File: src/rtl/riscv_trace_pkg.sv
// Shared types and constants for the riscv retirement trace buffer.
// trace_rec_t follows the default parameter set; other widths use rec_w() with plain packing.
package riscv_trace_pkg;

    localparam int FLG_REG = 0;
    localparam int FLG_MWR = 1;
    localparam int FLG_MRD = 2;

    localparam int TRACE_DATA_W = 32;
    localparam int TRACE_ADDR_W = 9;
    localparam int TRACE_TS_W   = 16;
    localparam int TRACE_REGN_W = 5;

    typedef struct packed {
        logic [TRACE_TS_W-1:0]   ts;
        logic [2:0]              flags;
        logic [TRACE_REGN_W-1:0] reg_num;
        logic [TRACE_ADDR_W-1:0] addr;
        logic [TRACE_DATA_W-1:0] reg_data;
        logic [TRACE_DATA_W-1:0] mem_data;
    } trace_rec_t;

    function automatic int rec_w(input int ts_w, input int addr_w, input int data_w);
        return ts_w + 3 + TRACE_REGN_W + addr_w + 2 * data_w;
    endfunction

endpackage

File: src/rtl/trace_fifo.sv
// Record FIFO with a selectable full policy: drop the incoming record or overwrite the oldest.
// clear_i dominates push/pop. A full FIFO accepts push+pop in the same cycle without loss.
module trace_fifo #(
    parameter int DEPTH     = 16,
    parameter int WIDTH     = 8,
    parameter int OVERWRITE = 0
) (
    input  logic                       clk,
    input  logic                       reset,
    input  logic                       clear_i,
    input  logic                       push_i,
    input  logic [WIDTH-1:0]           wdata_i,
    input  logic                       pop_i,
    output logic [WIDTH-1:0]           rdata_o,
    output logic                       valid_o,
    output logic [$clog2(DEPTH):0]     count_o,
    output logic                       drop_o
);

    localparam int PW = $clog2(DEPTH);
    localparam int CW = PW + 1;

    logic [WIDTH-1:0] mem_q [DEPTH];
    logic [PW-1:0]    wr_ptr_q, wr_ptr_d;
    logic [PW-1:0]    rd_ptr_q, rd_ptr_d;
    logic [CW-1:0]    count_q, count_d;

    logic full, empty, do_pop, lose, do_write, ovw;

    assign full     = (count_q == CW'(DEPTH));
    assign empty    = (count_q == '0);
    assign do_pop   = pop_i && !empty;
    // A record is lost whenever a push meets a full FIFO that is not also being popped.
    assign lose     = push_i && full && !do_pop;
    assign ovw      = lose && (OVERWRITE != 0);
    assign do_write = push_i && (!lose || ovw);

    always_comb begin
        wr_ptr_d = wr_ptr_q;
        rd_ptr_d = rd_ptr_q;
        count_d  = count_q;
        if (clear_i) begin
            wr_ptr_d = '0;
            rd_ptr_d = '0;
            count_d  = '0;
        end else begin
            if (do_write) wr_ptr_d = wr_ptr_q + PW'(1);
            if (do_pop || ovw) rd_ptr_d = rd_ptr_q + PW'(1);
            if (do_write && !do_pop && !ovw) count_d = count_q + CW'(1);
            else if (do_pop && !do_write) count_d = count_q - CW'(1);
        end
    end

    always_ff @(posedge clk or posedge reset) begin
        if (reset) begin
            wr_ptr_q <= '0;
            rd_ptr_q <= '0;
            count_q  <= '0;
        end else begin
            wr_ptr_q <= wr_ptr_d;
            rd_ptr_q <= rd_ptr_d;
            count_q  <= count_d;
        end
    end

    always_ff @(posedge clk) begin
        if (do_write && !clear_i) mem_q[wr_ptr_q] <= wdata_i;
    end

    assign rdata_o = empty ? '0 : mem_q[rd_ptr_q];
    assign valid_o = !empty;
    assign count_o = count_q;
    assign drop_o  = lose && !clear_i;

endmodule

File: src/rtl/riscv_trace_buffer.sv
// Retirement trace capture: timestamps writeback / load / store events into records
// and queues them for a debug host, tracking lost records in overflow and drop_cnt.
module riscv_trace_buffer
    import riscv_trace_pkg::*;
#(
    parameter int DATA_W    = 32,
    parameter int ADDR_W    = 9,
    parameter int DEPTH     = 16,
    parameter int TS_W      = 16,
    parameter int OVERWRITE = 0
) (
    input  logic                                     clk,
    input  logic                                     reset,
    input  logic                                     trace_en,
    input  logic                                     clear,
    input  logic                                     reg_write_sig,
    input  logic [4:0]                               reg_num,
    input  logic [DATA_W-1:0]                        reg_data,
    input  logic                                     wr,
    input  logic                                     rd,
    input  logic [ADDR_W-1:0]                        addr,
    input  logic [DATA_W-1:0]                        wr_data,
    input  logic [DATA_W-1:0]                        rd_data,
    output logic                                     out_valid,
    input  logic                                     out_ready,
    output logic [rec_w(TS_W, ADDR_W, DATA_W)-1:0]   out_rec,
    output logic [$clog2(DEPTH):0]                   count,
    output logic                                     overflow,
    output logic [15:0]                              drop_cnt
);

    localparam int REC_W = rec_w(TS_W, ADDR_W, DATA_W);

    logic [TS_W-1:0]   ts_q, ts_d;
    logic              overflow_q, overflow_d;
    logic [15:0]       drop_cnt_q, drop_cnt_d;

    logic              event_w, pop_w, drop_w;
    logic [2:0]        flags;
    logic [4:0]        reg_num_f;
    logic [ADDR_W-1:0] addr_f;
    logic [DATA_W-1:0] reg_data_f, mem_data_f;
    logic [REC_W-1:0]  rec_w_data;

    assign event_w = trace_en && (reg_write_sig || wr || rd);
    assign pop_w   = out_valid && out_ready;

    // Fields not touched by the event are zeroed so records compare cleanly on the host.
    always_comb begin
        flags          = '0;
        flags[FLG_REG] = reg_write_sig;
        flags[FLG_MWR] = wr;
        flags[FLG_MRD] = rd;
        reg_num_f      = reg_write_sig ? reg_num : '0;
        reg_data_f     = reg_write_sig ? reg_data : '0;
        addr_f         = (wr || rd) ? addr : '0;
        if (wr)      mem_data_f = wr_data;
        else if (rd) mem_data_f = rd_data;
        else         mem_data_f = '0;
    end

    assign rec_w_data = {ts_q, flags, reg_num_f, addr_f, reg_data_f, mem_data_f};

    trace_fifo #(
        .DEPTH     (DEPTH),
        .WIDTH     (REC_W),
        .OVERWRITE (OVERWRITE)
    ) u_fifo (
        .clk     (clk),
        .reset   (reset),
        .clear_i (clear),
        .push_i  (event_w),
        .wdata_i (rec_w_data),
        .pop_i   (pop_w),
        .rdata_o (out_rec),
        .valid_o (out_valid),
        .count_o (count),
        .drop_o  (drop_w)
    );

    always_comb begin
        ts_d       = ts_q + TS_W'(1);
        overflow_d = overflow_q;
        drop_cnt_d = drop_cnt_q;
        if (clear) begin
            overflow_d = 1'b0;
            drop_cnt_d = '0;
        end else if (drop_w) begin
            overflow_d = 1'b1;
            if (drop_cnt_q != 16'hFFFF) drop_cnt_d = drop_cnt_q + 16'd1;
        end
    end

    always_ff @(posedge clk or posedge reset) begin
        if (reset) begin
            ts_q       <= '0;
            overflow_q <= 1'b0;
            drop_cnt_q <= '0;
        end else begin
            ts_q       <= ts_d;
            overflow_q <= overflow_d;
            drop_cnt_q <= drop_cnt_d;
        end
    end

    assign overflow = overflow_q;
    assign drop_cnt = drop_cnt_q;

endmodule

File: config.mk
export PLATFORM = sky130hd
export DESIGN_NAME = riscv_trace_buffer
export DESIGN_NICKNAME = d
export VERILOG_FILES = /design/src/rtl/riscv_trace_pkg.sv /design/src/rtl/trace_fifo.sv /design/src/rtl/riscv_trace_buffer.sv
export SDC_FILE = /design/constraint.sdc
export NUM_CORES = 1
export LEC_CHECK = 0
export BUFFER_PORTS_ARGS = -buffer_cell sky130_fd_sc_hd__buf_2
export CAP_MARGIN = 20
export CORE_MARGIN = 4
export CORE_UTILIZATION = 54
export CTS_CLUSTER_DIAMETER = 30
export DETAILED_ROUTE_END_ITERATION = 10
export GPL_ROUTABILITY_DRIVEN = 1
export GPL_TIMING_DRIVEN = 0
export PLACE_DENSITY = 0.74
export SYNTH_ARGS = -nofsm -noshare
export SYNTH_HDL_FRONTEND = slang
export SYNTH_SLANG_ARGS = --single-unit
File: constraint.sdc
create_clock -name clk -period 5.79 [get_ports clk]
set_input_delay 0.579 -clock clk [delete_from_list [all_inputs] [get_ports clk]]
set_output_delay 0.579 -clock clk [all_outputs]
set_load 0.1 [all_outputs]
After elaboration in Yosys (flattened, before gate mapping)
Memories as Yosys holds them, arrays and structs flattened.
Index checks and enable logic that the tools add are counted.
{"block": "totals", "regBits": 46, "n_memories": 1, "in_bits": 118, "elab_cells": 60, "ram_bits": 1552, "out_inout_bits": 120}
{"block": "op_classes", "add_sub_neg": 6, "reduce_logical": 25, "eq_ne": 2, "mux": 20}
{"name": "u_fifo.mem_q", "words": 16, "width": 97, "rd": 1, "rd_ports_with_merged_regs": 0, "write_ports": 1, "line_no": "trace_fifo.sv:23", "text": "logic [WIDTH-1:0] mem_q [DEPTH];"}
{"cell": "$mux W97", "n": 1}
{"cell": "$mux W32", "n": 3}
{"cell": "$mux W16", "n": 3}
{"cell": "$add A16 B1 Y16 const B", "n": 2}
{"cell": "$mux W5", "n": 4}
{"cell": "$mux W4", "n": 4}
{"cell": "$ne A16 B16 Y1 const B", "n": 1}
{"cell": "$logic_and A1 B1 Y1", "n": 10}
{"cell": "$mux W9", "n": 1}
{"cell": "$add A4 B1 Y4 const B", "n": 2}
{"cell": "$reduce_bool A2 Y1", "n": 4}
{"cell": "$add A5 B1 Y5 const B", "n": 1}
{"cell": "$eq A5 B5 Y1 const B", "n": 1}
{"cell": "$logic_not A1 Y1", "n": 5}
{"cell": "$logic_not A5 Y1", "n": 1}
{"cell": "$sub A5 B1 Y5 const B", "n": 1}
{"cell": "$mux W1", "n": 4}
{"cell": "$logic_or A1 B1 Y1", "n": 3}
{"cell": "$reduce_bool A3 Y1", "n": 1}
{"cell": "$reduce_and A2 Y1", "n": 1}

Logic depth before layout (Yosys ltp)
{"block": "depth", "word_depth": 13, "mapped_depth": 10, "ltp_nobuf": 9}

Modules after synthesis
A second synthesis with hierarchy kept.
{"block": "unflattened", "hier_cells": 2847, "hier_area_um2": 62526.2}
{"module": "trace_fifo", "instances": 1, "area_each_um2": 60246.5, "cells_each": 2599, "seq_area_each_um2": 46930.0}
{"module": "riscv_trace_buffer", "instances": 1, "area_each_um2": 2279.7, "cells_each": 248, "seq_area_each_um2": 825.8}

Worst setup path after synthesis
No wires, ideal clock.
{"block": "synth_timing", "path_type": "reg-to-reg", "from": "reg u_fifo.count_q[0] (netlist: u_fifo.count_o[0])", "to": "mem u_fifo.mem_q[10][0] in the netlist's numbering (enable)", "period_less_slack_ns": 6.572, "path_buffers": 0, "t_required_ns": 5.236, "path_slack_ns": -0.782, "path_stages_with_launch": 5, "arrival_ns": 6.018, "cell_sequence": "dfrtp_1 -> nor4_2 -> a21oi_1 -> nand4bb_1 -> nor2_1"}
{"block": "synth_between", "elab_chain_len": 11, "word_cells_on_any_way": 13, "cone_classes": "1 x eq/ne; 2 x mux; 10 x reduce/logical"}
{"item": "start: declaration", "line_no": "trace_fifo.sv:26", "text": "logic [CW-1:0] count_q, count_d;"}
{"item": "start signal: assignment", "line_no": "trace_fifo.sv:62", "text": "count_q <= count_d;"}
{"item": "$logic_not A5 Y1", "line_no": "trace_fifo.sv:31", "text": "assign empty = (count_q == '0);"}
{"item": "$logic_not A1 Y1", "line_no": "trace_fifo.sv:32, trace_fifo.sv:71"}
{"item": "$logic_and A1 B1 Y1", "line_no": "riscv_trace_buffer.sv:46", "text": "assign pop_w = out_valid && out_ready;"}
{"item": "$logic_and A1 B1 Y1", "line_no": "trace_fifo.sv:32", "text": "assign do_pop = pop_i && !empty;"}
{"item": "$logic_not A1 Y1", "line_no": "trace_fifo.sv:34", "text": "assign lose = push_i && full && !do_pop;"}
{"item": "$logic_and A1 B1 Y1 (*)", "line_no": "trace_fifo.sv:34"}
{"item": "$logic_not A1 Y1 (*)", "line_no": "trace_fifo.sv:36", "text": "assign do_write = push_i && (!lose || ovw);"}
{"item": "$logic_and A1 B1 Y1 (*)", "line_no": "trace_fifo.sv:36"}
{"item": "$logic_and A1 B1 Y1 (*)", "line_no": "trace_fifo.sv:67", "text": "if (do_write && !clear_i) mem_q[wr_ptr_q] <= wdata_i;"}
{"item": "$mux W1 (*)", "line_no": "trace_fifo.sv:67"}
{"item": "$mux W1 (implied by the code) (*)", "line_no": "trace_fifo.sv:67"}
{"item": "end: declaration", "line_no": "trace_fifo.sv:23"}
Mark *: on every way between the ends. The rest lies on a longest branch, timed or not.

Worst setup path after layout
{"block": "layout_timing", "from": "reg u_fifo.rd_ptr_q[0]", "to": "out out_rec[79]"}
{"block": "layout_between", "elab_chain_len": 2}
{"item": "start: declaration", "line_no": "trace_fifo.sv:25", "text": "logic [PW-1:0] rd_ptr_q, rd_ptr_d;"}
{"item": "start signal: assignment", "line_no": "trace_fifo.sv:61", "text": "rd_ptr_q <= rd_ptr_d;"}
{"item": "$mem_v2 Z16 W97"}
{"item": "$mux W97", "line_no": "trace_fifo.sv:70", "text": "assign rdata_o = empty ? '0 : mem_q[rd_ptr_q];"}
{"item": "end: declaration", "line_no": "riscv_trace_buffer.sv:26", "text": "output logic [rec_w(TS_W, ADDR_W, DATA_W)-1:0] out_rec,"}
No other way between the ends.

==> qor.yml <==
outcome:
  outcome: "finished, final reports clean"
global_route:
  overflow: 0
  grt_pass1_vias: 34478
  grt_antenna_before_repair: 11
  grt.total_usage_pct: 28.3
  grt_pass1_wl_mm: 244
  grt_max_degree: 46
placement:
  dp_hpwl_mm: 88.5
  placed_area_um2: 66100
  gp_congestion: 0.781
  portBuffers: 236
die:
  rows: 123
  die_h_um: 346
  initial_core_util_pct: 54.7
  die_width_um: 346
  dieArea_um2: 120000
  ios: 238
  core_area_um2: 113000
timing:
  relSlewSlack_pct: 15.9
  setup_viol: 0
  hold_viol: 0
  slew_viol_final: 0
  tns_ns: 0
  clock_skew_ns: 0.0402
  period_share_pct: 91.5
  post-route-min-period_ns: 5.30
  hold_slack_ns: 0.0933
  rsz0062_at_grt: "no"
  fmax_ghz: 0.189
  tightest_slew_ns: 1.26
clocking:
  cts_tree: "built"
  cts_root_buf: "clkbuf_16"
  postCtsSetupBuffers: 0
  cts.sinks: 1598
  htree_num_levels: 5
  path_clk_slew_ns: 0.05
  cts_buffers: 287
  cts_repair_resize_count: 0
  clk_latency_ns: 0.87
  cts_buffer_depth: 4
layout:
  final_area_um2: 75800
  final_common_cell: "edfxtp_1"
  multi_input_area_um2: 13500
  drive_above_1_share_pct: 37.8
  area_growth_pct: 22.6
  seqCellArea_um2: 47800
  final_nets: 3316
  nFillCells: 6646
  mostFrequentLayoutCells: "edfxtp_1, mux4_2, clkbuf_16"
routing:
  drc_errors: 0
  highest_layer: "met5"
  antenna_left: 0
  dr_wl_met3_mm: 17.2
  drt-met1-wl_mm: 59.7
  avgViaCountPerCell: 6.58
  met2_length_mm: 86.0
  wl_per_cell_um: 34.4
  drt-pass1-iter-count: 5
  wl_mm: 168
  vias: 32212
  drt-initial-drc-count: 4889
setup_path:
  cp_cell_sequence: "clkbuf_1, clkbuf_1, buf_2, mux4_2, mux4_2, and2_1, buf_2"
  rrSetupSlack_ns: 1.85
  crit_buf_inv: 4
  r2r-end: "u_fifo.mem_q[6][36]"
  r2r_start: "u_fifo.count_o[4]"
  arrival_ns: 4.72
  rr_worst_depth: 6
  slowest_delay_ns: 0.95
  path_delay_family: "buffers and inverters"
  cp_max_fo: 10
  crit_type: "reg2out"
  crit_required_ns: 5.21
  endpoint_kind: "primary output"
  startpoint_type: "flop"
  cp_slowest_cell: "clkbuf_1"
logic_synthesis:
  post_synth.cell_area_avg_um2: 23.8
  ys_types: 46
  yosysTopAreaCellShare_pct: 75.3
  yosysTopAreaCell: "edfxtp_1"
  synthFlopType: "edfxtp_1"
  ys_ff_latch: 1598
  synthTopCellsByArea: "edfxtp_1, mux4_2, dfrtp_1, and2_1, clkbuf_1"
  syn_inst: 2603
  synth_nets: 2733
  synthArstFlopShare_pct: 2.88
  syn-cell-area_um2: 61900
  synth_warnings: 0
  synth_edf_count: 1552
  ys_seq_area_share_pct: 77.2
power_and_ir_drop:
  vdd_drop_max_mv: 0.551
  p_leak_nw: 25.0
  finalPower_mw: 39.4
  powerDensity_nw_per_um2: 520
min_path:
  min_to: "u_fifo.rd_ptr_q[1]"
  min_from: "out_ready"
  min_path_type: "in2reg"
  whs_path_depth: 3
flow_run:
  maxCapViolations: 0
## tightest hold or removal path, stage by stage
cell     delay, ns
buf_2         0.15
nand3_1       0.08
a21oi_1       0.07
## state kept, by name, summed over array words and instances (netlist names)
register,flops
u_fifo.mem_q,1552
drop_cnt,16
ts_q,16
u_fifo.count_o,5
u_fifo.rd_ptr_q,4
u_fifo.wr_ptr_q,4
overflow,1
## logic make-up after synthesis
family	synth area share, %
flip-flops	77.2
multiplexers	17.8
AND/OR/NAND/NOR	2.42
buffers and inverters	1.15
AO/OA/AOI/OAI	0.761
XOR/XNOR	0.453
adder cells (fa/ha/maj)	0.255
## timing repair
item / in CTS / in global routing
hold buffers: 1 / 0
hold endpoints to repair: 25 / 0
endpoints found under the setup margin: 0 / 0
## how the worst max path moves through the flow
stage,startpoint,end,cells after the start
floorplan,u_fifo.count_o[0],u_fifo.mem_q[10][0],4
finish,u_fifo.rd_ptr_q[0],out_rec[79],7
detailed placement,wr,u_fifo.mem_q[9][39],10
global route,u_fifo.rd_ptr_q[0],out_rec[79],7
global placement,wr,u_fifo.mem_q[8][39],6
CTS,u_fifo.rd_ptr_q[2],out_rec[79],7
## metrics by stage
stage          worst slack [ns]  utilization (%)  std cells
2_1_floorplan            -0.782                -       2603
3_3_place_gp              -6.68             57.4       4339
3_5_place_dp               1.03             58.4       4385
4_1_cts                   0.273             66.9       4878
5_1_grt                   0.414             67.0       4890
6_report                  0.493             67.0       4892
## report_power, final
group,switching [mW],internal (mW)
Sequential,0.0721,12.8
Clock,5.68,11.1
Combinational,6.94,2.83
## Yosys cell counts, types with 2 or more instances
master     instances
a2111oi_0          2
a211oi_1           7
a21o_1             2
a21oi_1            9
a22o_1            32
a311oi_1           2
and2_1           148
and3_1             4
and4_1             2
buf_1              6
buf_2             33
buf_6             11
clkbuf_1          87
dfrtp_1           46
edfxtp_1        1552
ha_1              11
inv_1             13
mux2_1             2
mux2i_1            4
mux4_2           485
nand2_1           15
nand2b_1           2
nand3_1           16
nand4_1            5
nor2_1            37
nor2b_1           14
nor3_1             5
nor4bb_1           2
or3_1              2
xnor2_1           22
xor2_1            10
## routing by layer
layer,vias up,track usage (%)
met2,2488,46.9
met1,17022,37.2
met5,-,0
met3,353,7.00
li1,12343,-
met4,6,9.92
## final cells by class
type / instances / area share [%]
repair buffers: 294 / 3.23
clock buffers: 313 / 9.71
clock inverters: 179 / 2.90
inverters: 13 / 0.0644
plain buffers: 139 / 0.873
diodes: 3 / 0.00990
well taps: 1500 / 2.48
multi-input cells: 853 / 17.7
flip-flops and latches: 1598 / 63.0
(Power assumes the default switching activity.)
